==> config.mk <==
export PLATFORM = sky130hd
export DESIGN_NAME = dcache_write_buffer_flat
export DESIGN_NICKNAME = d
export VERILOG_FILES = /design/src/rtl/cpu_mem_pkg.sv /design/src/rtl/dcache_write_buffer_if.sv /design/src/rtl/wb_entry_fifo.sv /design/src/rtl/dcache_write_buffer.sv /design/src/flat_wrapper.sv
export SDC_FILE = /design/constraint.sdc
export NUM_CORES = 1
export LEC_CHECK = 0
export BUFFER_PORTS_ARGS = -buffer_cell sky130_fd_sc_hd__buf_2
export CAP_MARGIN = 0
export CORE_ASPECT_RATIO = 0.75
export CORE_MARGIN = 2
export CORE_UTILIZATION = 33
export CTS_CLUSTER_SIZE = 40
export DETAILED_ROUTE_END_ITERATION = 8
export GPL_TIMING_DRIVEN = 0
export SYNTH_ARGS = -nofsm -noshare
export SYNTH_HDL_FRONTEND = slang
export SYNTH_SLANG_ARGS = --single-unit
==> constraint.sdc <==
create_clock -name clk -period 6.1 [get_ports clk]
set_input_delay 0.61 -clock clk [delete_from_list [all_inputs] [get_ports clk]]
set_output_delay 0.61 -clock clk [all_outputs]
set_load 0.03 [all_outputs]
==> src/rtl/cpu_mem_pkg.sv <==
// Shared memory-side definitions for the Dcache write path: write types,
// line geometry and the one-hot write-buffer FSM encodings.
package cpu_mem_pkg;

  localparam int LINE_OFF_BITS = 4;

  typedef enum logic [1:0] {
    WR_TYPE_WORD = 2'b00,
    WR_TYPE_LINE = 2'b01
  } wr_type_e;

  localparam logic [2:0] WB_IDLE = 3'b001;
  localparam logic [2:0] WB_SEND = 3'b010;
  localparam logic [2:0] WB_WAIT = 3'b100;

  function automatic wr_type_e wr_type_from_req(input logic is_line);
    return is_line ? WR_TYPE_LINE : WR_TYPE_WORD;
  endfunction

endpackage

==> src/rtl/dcache_write_buffer_if.sv <==
// Bus bundle between Dcache, the write buffer and the AXI write bridge.
// slave = the write buffer itself, master = the surrounding environment.
interface dcache_write_buffer_if #(
  parameter int ADDR_W = 32,
  parameter int LINE_W = 128
);
  logic              cache_wr_req;
  logic              cache_wr_type;
  logic [ADDR_W-1:0] cache_wr_addr;
  logic [3:0]        cache_wr_wstrb;
  logic [LINE_W-1:0] cache_wr_data;
  logic              cache_wr_rdy;

  logic              axi_wr_req;
  logic [1:0]        axi_wr_type;
  logic [ADDR_W-1:0] axi_wr_addr;
  logic [3:0]        axi_wr_wstrb;
  logic [LINE_W-1:0] axi_wr_data;
  logic              axi_wr_rdy;
  logic              axi_wr_done;

  logic [ADDR_W-1:0] rd_chk_addr;
  logic              rd_conflict;
  logic              wb_empty;

  modport slave (
    input  cache_wr_req, cache_wr_type, cache_wr_addr, cache_wr_wstrb, cache_wr_data,
    output cache_wr_rdy,
    output axi_wr_req, axi_wr_type, axi_wr_addr, axi_wr_wstrb, axi_wr_data,
    input  axi_wr_rdy, axi_wr_done,
    input  rd_chk_addr,
    output rd_conflict, wb_empty
  );

  modport master (
    output cache_wr_req, cache_wr_type, cache_wr_addr, cache_wr_wstrb, cache_wr_data,
    input  cache_wr_rdy,
    input  axi_wr_req, axi_wr_type, axi_wr_addr, axi_wr_wstrb, axi_wr_data,
    output axi_wr_rdy, axi_wr_done,
    output rd_chk_addr,
    input  rd_conflict, wb_empty
  );
endinterface

==> src/rtl/wb_entry_fifo.sv <==
// In-order entry storage for the write buffer, with a per-entry line-address
// compare so the read path can see any queued write to the same line.
module wb_entry_fifo
  import cpu_mem_pkg::*;
#(
  parameter int DEPTH  = 4,
  parameter int ADDR_W = 32,
  parameter int LINE_W = 128,
  localparam int PTR_W = $clog2(DEPTH),
  localparam int CNT_W = PTR_W + 1
) (
  input  logic              clk,
  input  logic              reset,
  input  logic              push_i,
  input  wr_type_e          push_kind_i,
  input  logic [ADDR_W-1:0] push_addr_i,
  input  logic [3:0]        push_wstrb_i,
  input  logic [LINE_W-1:0] push_data_i,
  input  logic              pop_i,
  output logic              full_o,
  output logic              empty_o,
  output wr_type_e          head_kind_o,
  output logic [ADDR_W-1:0] head_addr_o,
  output logic [3:0]        head_wstrb_o,
  output logic [LINE_W-1:0] head_data_o,
  input  logic [ADDR_W-1:0] chk_addr_i,
  output logic [DEPTH-1:0]  match_o
);

  localparam logic [ADDR_W-1:0] TAG_MASK = ~ADDR_W'((1 << LINE_OFF_BITS) - 1);

  wr_type_e          kind_q  [DEPTH];
  wr_type_e          kind_d  [DEPTH];
  logic [ADDR_W-1:0] addr_q  [DEPTH];
  logic [ADDR_W-1:0] addr_d  [DEPTH];
  logic [3:0]        wstrb_q [DEPTH];
  logic [3:0]        wstrb_d [DEPTH];
  logic [LINE_W-1:0] data_q  [DEPTH];
  logic [LINE_W-1:0] data_d  [DEPTH];
  logic [DEPTH-1:0]  valid_q, valid_d;
  logic [PTR_W-1:0]  head_q, head_d;
  logic [PTR_W-1:0]  tail_q, tail_d;
  logic [CNT_W-1:0]  count_q, count_d;

  always_comb begin
    kind_d  = kind_q;
    addr_d  = addr_q;
    wstrb_d = wstrb_q;
    data_d  = data_q;
    valid_d = valid_q;
    head_d  = head_q;
    tail_d  = tail_q;
    count_d = count_q;
    if (push_i) begin
      kind_d[tail_q]  = push_kind_i;
      addr_d[tail_q]  = push_addr_i;
      wstrb_d[tail_q] = push_wstrb_i;
      data_d[tail_q]  = push_data_i;
      valid_d[tail_q] = 1'b1;
      tail_d          = tail_q + PTR_W'(1);
    end
    if (pop_i) begin
      valid_d[head_q] = 1'b0;
      head_d          = head_q + PTR_W'(1);
    end
    case ({push_i, pop_i})
      2'b10:   count_d = count_q + CNT_W'(1);
      2'b01:   count_d = count_q - CNT_W'(1);
      default: count_d = count_q;
    endcase
  end

  always_ff @(posedge clk) begin
    if (reset) begin
      valid_q <= '0;
      head_q  <= '0;
      tail_q  <= '0;
      count_q <= '0;
    end else begin
      valid_q <= valid_d;
      head_q  <= head_d;
      tail_q  <= tail_d;
      count_q <= count_d;
    end
  end

  // Payload needs no reset: valid_q alone decides what is live.
  always_ff @(posedge clk) begin
    kind_q  <= kind_d;
    addr_q  <= addr_d;
    wstrb_q <= wstrb_d;
    data_q  <= data_d;
  end

  assign full_o       = (count_q == CNT_W'(DEPTH));
  assign empty_o      = (count_q == '0);
  assign head_kind_o  = kind_q[head_q];
  assign head_addr_o  = addr_q[head_q];
  assign head_wstrb_o = wstrb_q[head_q];
  assign head_data_o  = data_q[head_q];

  always_comb begin
    match_o = '0;
    for (int i = 0; i < DEPTH; i++) begin
      match_o[i] = valid_q[i] && ((addr_q[i] & TAG_MASK) == (chk_addr_i & TAG_MASK));
    end
  end

endmodule

==> src/rtl/dcache_write_buffer.sv <==
// Dcache write buffer: queues line writebacks and uncached word stores and
// drains them to the AXI write bridge one at a time, strictly in order.
//
//   state   | meaning
//   WB_IDLE | no request out; moves to SEND when an entry is queued
//   WB_SEND | axi_wr_req high with head fields; waits for axi_wr_rdy
//   WB_WAIT | request accepted; waits for axi_wr_done, then pops head
module dcache_write_buffer
  import cpu_mem_pkg::*;
#(
  parameter int DEPTH  = 4,
  parameter int ADDR_W = 32,
  parameter int LINE_W = 128
) (
  input  logic                  clk,
  input  logic                  reset,
  dcache_write_buffer_if.slave  wb
);

  localparam logic [ADDR_W-1:0] TAG_MASK = ~ADDR_W'((1 << LINE_OFF_BITS) - 1);

  logic [2:0]        state_q, state_d;
  logic              push, pop, full, empty;
  wr_type_e          head_kind;
  logic [ADDR_W-1:0] head_addr;
  logic [3:0]        head_wstrb;
  logic [LINE_W-1:0] head_data;
  logic [DEPTH-1:0]  match_vec;
  logic              head_is_line;

  // A full buffer refuses even when a pop lands in the same cycle.
  assign wb.cache_wr_rdy = !reset && !full;
  assign push            = wb.cache_wr_req && wb.cache_wr_rdy;
  assign pop             = (state_q == WB_WAIT) && wb.axi_wr_done;

  wb_entry_fifo #(
    .DEPTH  (DEPTH),
    .ADDR_W (ADDR_W),
    .LINE_W (LINE_W)
  ) u_fifo (
    .clk          (clk),
    .reset        (reset),
    .push_i       (push),
    .push_kind_i  (wr_type_from_req(wb.cache_wr_type)),
    .push_addr_i  (wb.cache_wr_addr),
    .push_wstrb_i (wb.cache_wr_wstrb),
    .push_data_i  (wb.cache_wr_data),
    .pop_i        (pop),
    .full_o       (full),
    .empty_o      (empty),
    .head_kind_o  (head_kind),
    .head_addr_o  (head_addr),
    .head_wstrb_o (head_wstrb),
    .head_data_o  (head_data),
    .chk_addr_i   (wb.rd_chk_addr),
    .match_o      (match_vec)
  );

  always_comb begin
    state_d = state_q;
    unique case (state_q)
      WB_IDLE: if (!empty)          state_d = WB_SEND;
      WB_SEND: if (wb.axi_wr_rdy)   state_d = WB_WAIT;
      WB_WAIT: if (wb.axi_wr_done)  state_d = WB_IDLE;
      default:                      state_d = WB_IDLE;
    endcase
  end

  always_ff @(posedge clk) begin
    if (reset) state_q <= WB_IDLE;
    else       state_q <= state_d;
  end

  assign head_is_line    = (head_kind == WR_TYPE_LINE);
  assign wb.axi_wr_req   = (state_q == WB_SEND);
  assign wb.axi_wr_type  = head_kind;
  assign wb.axi_wr_addr  = head_is_line ? (head_addr & TAG_MASK) : head_addr;
  assign wb.axi_wr_wstrb = head_is_line ? 4'hf : head_wstrb;
  assign wb.axi_wr_data  = head_data;

  assign wb.rd_conflict  = |match_vec;
  assign wb.wb_empty     = empty && (state_q == WB_IDLE);

endmodule

==> src/flat_wrapper.sv <==
// flat-port wrapper written by rule: the top's interface ports become plain ports
module dcache_write_buffer_flat import cpu_mem_pkg::*;
#(
  parameter int DEPTH  = 4,
  parameter int ADDR_W = 32,
  parameter int LINE_W = 128
)
  (clk, reset, wb_cache_wr_req, wb_cache_wr_type, wb_cache_wr_addr, wb_cache_wr_wstrb, wb_cache_wr_data, wb_cache_wr_rdy, wb_axi_wr_req, wb_axi_wr_type, wb_axi_wr_addr, wb_axi_wr_wstrb, wb_axi_wr_data, wb_axi_wr_rdy, wb_axi_wr_done, wb_rd_chk_addr, wb_rd_conflict, wb_wb_empty);
  dcache_write_buffer_if #(.ADDR_W(ADDR_W), .LINE_W(LINE_W)) wb_i ();
  input  logic clk;
  input  logic reset;
  input wire logic [$bits(wb_i.cache_wr_req)-1:0] wb_cache_wr_req;
  input wire logic [$bits(wb_i.cache_wr_type)-1:0] wb_cache_wr_type;
  input wire logic [$bits(wb_i.cache_wr_addr)-1:0] wb_cache_wr_addr;
  input wire logic [$bits(wb_i.cache_wr_wstrb)-1:0] wb_cache_wr_wstrb;
  input wire logic [$bits(wb_i.cache_wr_data)-1:0] wb_cache_wr_data;
  output wire logic [$bits(wb_i.cache_wr_rdy)-1:0] wb_cache_wr_rdy;
  output wire logic [$bits(wb_i.axi_wr_req)-1:0] wb_axi_wr_req;
  output wire logic [$bits(wb_i.axi_wr_type)-1:0] wb_axi_wr_type;
  output wire logic [$bits(wb_i.axi_wr_addr)-1:0] wb_axi_wr_addr;
  output wire logic [$bits(wb_i.axi_wr_wstrb)-1:0] wb_axi_wr_wstrb;
  output wire logic [$bits(wb_i.axi_wr_data)-1:0] wb_axi_wr_data;
  input wire logic [$bits(wb_i.axi_wr_rdy)-1:0] wb_axi_wr_rdy;
  input wire logic [$bits(wb_i.axi_wr_done)-1:0] wb_axi_wr_done;
  input wire logic [$bits(wb_i.rd_chk_addr)-1:0] wb_rd_chk_addr;
  output wire logic [$bits(wb_i.rd_conflict)-1:0] wb_rd_conflict;
  output wire logic [$bits(wb_i.wb_empty)-1:0] wb_wb_empty;
  assign wb_i.cache_wr_req = wb_cache_wr_req;
  assign wb_i.cache_wr_type = wb_cache_wr_type;
  assign wb_i.cache_wr_addr = wb_cache_wr_addr;
  assign wb_i.cache_wr_wstrb = wb_cache_wr_wstrb;
  assign wb_i.cache_wr_data = wb_cache_wr_data;
  assign wb_cache_wr_rdy = wb_i.cache_wr_rdy;
  assign wb_axi_wr_req = wb_i.axi_wr_req;
  assign wb_axi_wr_type = wb_i.axi_wr_type;
  assign wb_axi_wr_addr = wb_i.axi_wr_addr;
  assign wb_axi_wr_wstrb = wb_i.axi_wr_wstrb;
  assign wb_axi_wr_data = wb_i.axi_wr_data;
  assign wb_i.axi_wr_rdy = wb_axi_wr_rdy;
  assign wb_i.axi_wr_done = wb_axi_wr_done;
  assign wb_i.rd_chk_addr = wb_rd_chk_addr;
  assign wb_rd_conflict = wb_i.rd_conflict;
  assign wb_wb_empty = wb_i.wb_empty;
  dcache_write_buffer #(.DEPTH(DEPTH), .ADDR_W(ADDR_W), .LINE_W(LINE_W)) u_core (.clk(clk), .reset(reset), .wb(wb_i));
endmodule
Yosys cells after proc, flatten, opt, wreduce, memory -nomap -nowiden --
Cells that the tools add are included.
Cells by class: bitwise logic cells 5, reduce and logical (&&, ||, !) cells 17, eq/ne operators 14, $lt $le $gt $ge 7, muxes and demuxes 38, add/sub/neg operators 4
Operators with widths (number):
- bitwise mux 512 bit | 1
- 2-to-1 mux 128 bit | 3
- binary-select mux 128 bit (select 2 bit) | 1
- demux 128 bit (select 2 bit) | 1
- bitwise mux 128 bit | 1
- equality test 28 bit | 4
- 2-to-1 mux 32 bit | 3
- binary-select mux 32 bit (select 2 bit) | 1
- demux 32 bit (select 2 bit) | 1
- 2-to-1 mux 4 bit | 7
- bitwise mux 16 bit | 1
- logical AND 1 bit | 11
- 2-to-1 mux 3 bit | 3
- case mux 3 bit (3 select lines) | 1
- binary-select mux 4 bit (select 2 bit) | 1
- bitwise mux 8 bit | 1
- demux 4 bit (select 2 bit) | 1
- equality test 3 bit (second input constant) | 2
- greater-or-equal comparator 3 bit (second input constant) | 2
- < comparator 2 x 3 -> 1 bit (second input constant) | 2
- 2-to-1 mux 2 bit | 3
- inverter 2 -> 3 bit | 2
- case mux 3 bit (2 select lines) | 1
- adder 2 x 1 -> 2 bit (second input constant) | 2
- 22 further kinds | 29
Storage, ports and cells: bits in registers 678, output and inout bits 170

Longest topological paths before layout --
depth in word-level cells 8, gate-level depth with buffers 9

Hierarchy --
A second synthesis with hierarchy kept.
Second synthesis, totals: cells, all modules 1115, area total of the unflattened synthesis 26004.9 sq um
By module, submodules not included:
- wb_entry_fifo | instances 1, cells each 1085, sequential area each 20159.3 sq um, area each 25768.5 sq um
- dcache_write_buffer | instances 1, cells each 30, sequential area each 60.1 sq um, area each 236.5 sq um

Worst setup path before layout --
Ideal clock, no wire load.
path kind input port to flip-flop, from input port reset, to register u_core.u_fifo.addr_q[0] (netlist bit), enable pin, cell stages on the path 2, path slack 355 ps, arrival 5198 ps, buffers on the path 0, path through a21oi_1 -> and3_1
Between the ends: cells in the longest elaborated chain, start to end 3
Ends and longest elaborated chain:
- start: declaration | RTL line flat_wrapper.sv:11 | input logic reset;
- logical NOT 1 bit | RTL line dcache_write_buffer.sv:32 | assign wb.cache_wr_rdy = !reset && !full;
- logical AND 1 bit | RTL line dcache_write_buffer.sv:32
- logical AND 1 bit | RTL line dcache_write_buffer.sv:33 | assign push = wb.cache_wr_req && wb.cache_wr_rdy;
- end signal: assignment | RTL line wb_entry_fifo.sv:90 | addr_q <= addr_d;
- end: declaration | RTL line wb_entry_fifo.sv:34 | logic [ADDR_W-1:0] addr_q [DEPTH];
Every way passes these cells. A chain may end at the register's enable or synchronous reset.

Final worst setup path --
from register u_core.u_fifo.head_q[1], to output port wb_axi_wr_data[71]
Between the ends: cells in the longest elaborated chain, start to end 4
Ends and longest elaborated chain:
- start: declaration | RTL line wb_entry_fifo.sv:41 | logic [PTR_W-1:0] head_q, head_d;
- start signal: assignment | RTL line wb_entry_fifo.sv:76 | head_q <= '0;
- start signal: assignment | RTL line wb_entry_fifo.sv:81 | head_q <= head_d;
- inverter 2 -> 3 bit (not written as such) | RTL line wb_entry_fifo.sv:100 | assign head_data_o = data_q[head_q];
- binary-select mux 128 bit (select 2 bit) | RTL line wb_entry_fifo.sv:100
- 2-to-1 mux 128 bit (not written as such) (2 in series) | RTL line wb_entry_fifo.sv:100
- end: declaration | RTL line flat_wrapper.sv:22 | output wire logic [$bits(wb_i.axi_wr_data)-1:0] wb_axi_wr_data;
Every way passes these cells. The select of a mux whose other input is x is not followed.

==> flow_summary.ini <==
[critical_path]
rrSetupSlack_ns = 3.47
end_kind = output pin
cp_cell_sequence = clkbuf_1 -> buf_2 -> mux4_2 -> buf_2
cp.buffers_inverters = 3
max_stage_delay_ns = 0.71
r2r-start = u_core.u_fifo.count_q[0]
r2r_cells = 5
startpoint_type = flip-flop
worst-path-max-fanout = 10
crit_type = reg2out
r2r-end = u_core.u_fifo.data_q[9]
arrival_ns = 2.85
cp_slowest_cell = clkbuf_1
cp.required_ns = 5.49
cp_top_family = buffers and inverters
crit_path_frequent_cell = buf_2

[die]
num_rows = 88
fp.coreArea_sq_um = 77300
fp.dieW_um = 327
initial_core_util_pct = 33.5
num_io_pins = 372
die-height_um = 247
die_area_sq_um = 80700

[cts]
htreeDepth = 3
cts_setup_buffers = 0
clk_pin_slew_ns = 0.06
clk_latency_ns = 0.61
cts_sinks = 674
cts-hold-fix-buffers = 0
cts-root-buf = clkbuf_16
cts_resized = 0
clk_path_buf_depth = 3
cts_tree = built
cts_made_buffers = 70

[routing]
vias = 12599
vias_per_cell = 4.76
first_iter_violations = 739
drc = 0
ant_nets = 0
dr.pass1.iters = 5
wl_per_cell_um = 22.3
wl_um = 59100

[final_layout]
final_layout_size_suffix_gt1_share_pct = 41.7
final_cell_mix = 660 x edfxtp_1, 373 x buf_2, 165 x mux4_2
mostFrequentLayoutCell = edfxtp_1
area_delta_synth_final_pct = 21.7
final_area_sq_um = 31500
fin_util_pct = 40.8
fin_nets = 1768

[timing]
worst_pin_slew_ns = 0.947
max_freq_ghz = 0.289
fin_skew_ns = 0.0231
final-hold-violation-count = 0
slew_headroom_pct = 36.9
fin_crit_ns = 3.46
rsz0062_at_grt = no
maxSlewViolCount = 0
min_period_over_period_pct = 56.7
setup_viol = 0

[power_and_ir_drop]
irDropWorstVdd_uv = 199
powerDensity_nw_per_um2 = 315
p_leak_nw = 10.3

[job]
maxCapViolCount = 0

[hold_path]
hp-class = in2reg
min_to = u_core.u_fifo.data_q[199]
worstHoldPathCells = 1
hp-start = wb_cache_wr_data[71]

[synthesis]
async_flop_share_pct = 0
synth-simple-area-share_pct = 1.64
synth_edf_count = 660
synth_cells = 1117
synth_mux_area_share_pct = 14.4
synth.avg_cell_area_sq_um = 23.2
synth.cell_area_sq_um = 25900
seq_area_frac_synth_pct = 77.6
synthAdderAreaFrac_pct = 0.512
synth-compound-area-share_pct = 0.430
yosysWarnings = 0
synth_top_family_by_area = multiplexers
synth_xor_area_share_pct = 3.89
syn_nets = 1329
ys.flop_type = edfxtp_1
ys_types = 36
ys_seq_elements = 674

[run_status]
status = finished, final reports clean

[grt]
grt_usage_pct = 14.4
grt_pass1_wl_um = 85200
grt_pass1_vias = 13124
grt_overflow = 0
antenna_found_initial = 22
grt_max_degree = 56

[placement]
placed_cell_area_sq_um = 29300
dp_hpwl_um = 39300
io_buffer_count = 355
finalWeightedCongestion = 0.852
registers in the layout (all words and copies together) (netlist names), 3 cells and up:
signal and cells:
u_core.u_fifo.valid_q 4, u_core.state_q 3, u_core.u_fifo.data_q 512, u_core.u_fifo.addr_q 128
u_core.u_fifo.wstrb_q 16, u_core.u_fifo.kind_q 4, u_core.u_fifo.count_q 3
worst max-delay path by stage:
stage                                       start                        to  slack (ns)  cells after the start
after detailed placement  u_core.u_fifo.head_q[1]        wb_axi_wr_data[75]        3.04                      4
final                     u_core.u_fifo.head_q[1]        wb_axi_wr_data[71]        2.64                      4
after CTS                 u_core.u_fifo.head_q[1]        wb_axi_wr_data[71]        2.35                      4
after floorplan                             reset   u_core.u_fifo.addr_q[0]        0.36                      2
after global placement                      reset  u_core.u_fifo.data_q[55]       -2.96                      3
after global routing      u_core.u_fifo.head_q[1]        wb_axi_wr_data[71]        2.36                      4
cell type report:
type                       count  area (sq um)
sequential                   674         20100
clock buffer                  84          1800
inverter                       7          26.3
clock inverter                37           372
timing repair buffer         367          2110
tap                         1035          1290
multi-input combinational    384          5430
antenna                        7          17.5
fill                        6938         45800
buffer                        52           360
routing by layer:
metal  part of all wire [%]  up-vias  GRT usage [%]
li1                       -     5544              -
met1                     40     6504           18.1
met2                     48      409           22.9
met3                    9.4      112           5.89
met4                    2.0       30           4.28
met5                   0.35        -              0
metrics by stage:
| stage | worst slack (ns) | setup TNS, ns | hold slack [ns] | power, W | cells |
|---|---|---|---|---|---|
| finish | 2.64 | 0 | 0.205 | 0.00993 | 2647 |
| floorplan | 0.355 | 0 | 0.440 | 0.00570 | 1117 |
| CTS | 2.35 | 0 | 0.150 | 0.0101 | 2640 |
| global placement | -2.96 | -1930.40 | 0.473 | 0.00596 | 2507 |
| global route | 2.36 | 0 | 0.170 | 0.0103 | 2642 |
| detailed placement | 3.04 | 0 | 0.486 | 0.00596 | 2519 |
Yosys cell counts, drive strengths merged, types with 4 or more instances:
library cell	n	area (sq um)
clkbuf	13	48.8
xnor2	70	613
ha	9	113
buf	39	312
nor2b	4	25.0
nand2	6	22.5
and3	4	25.0
dfxtp	14	280
a21oi	9	45.0
o21a	4	30.0
nand4	20	125
or2	4	25.0
nor4	16	100
mux4	165	3720
inv	7	26.3
edfxtp	660	19800
nor2	10	37.5
xor2	45	394
power by group:
group          leakage (nW)  internal [W]  switching [W]  total (W)
registers              6.11       0.00522      0.0000379    0.00526
logic                  3.17      0.000211       0.000387   0.000598
clock network          1.06       0.00234        0.00174    0.00408
cells by family after synthesis:
kind of cell	after synthesis
other	1
AND/OR/NAND/NOR	74
multiplexers	166
adder cells (fa/ha/maj)	10
XOR/XNOR	115
AO/OA/AOI/OAI	18
buffers and inverters	59
flip-flops	674
No activity file was read; power rests on OpenSTA's default activity.
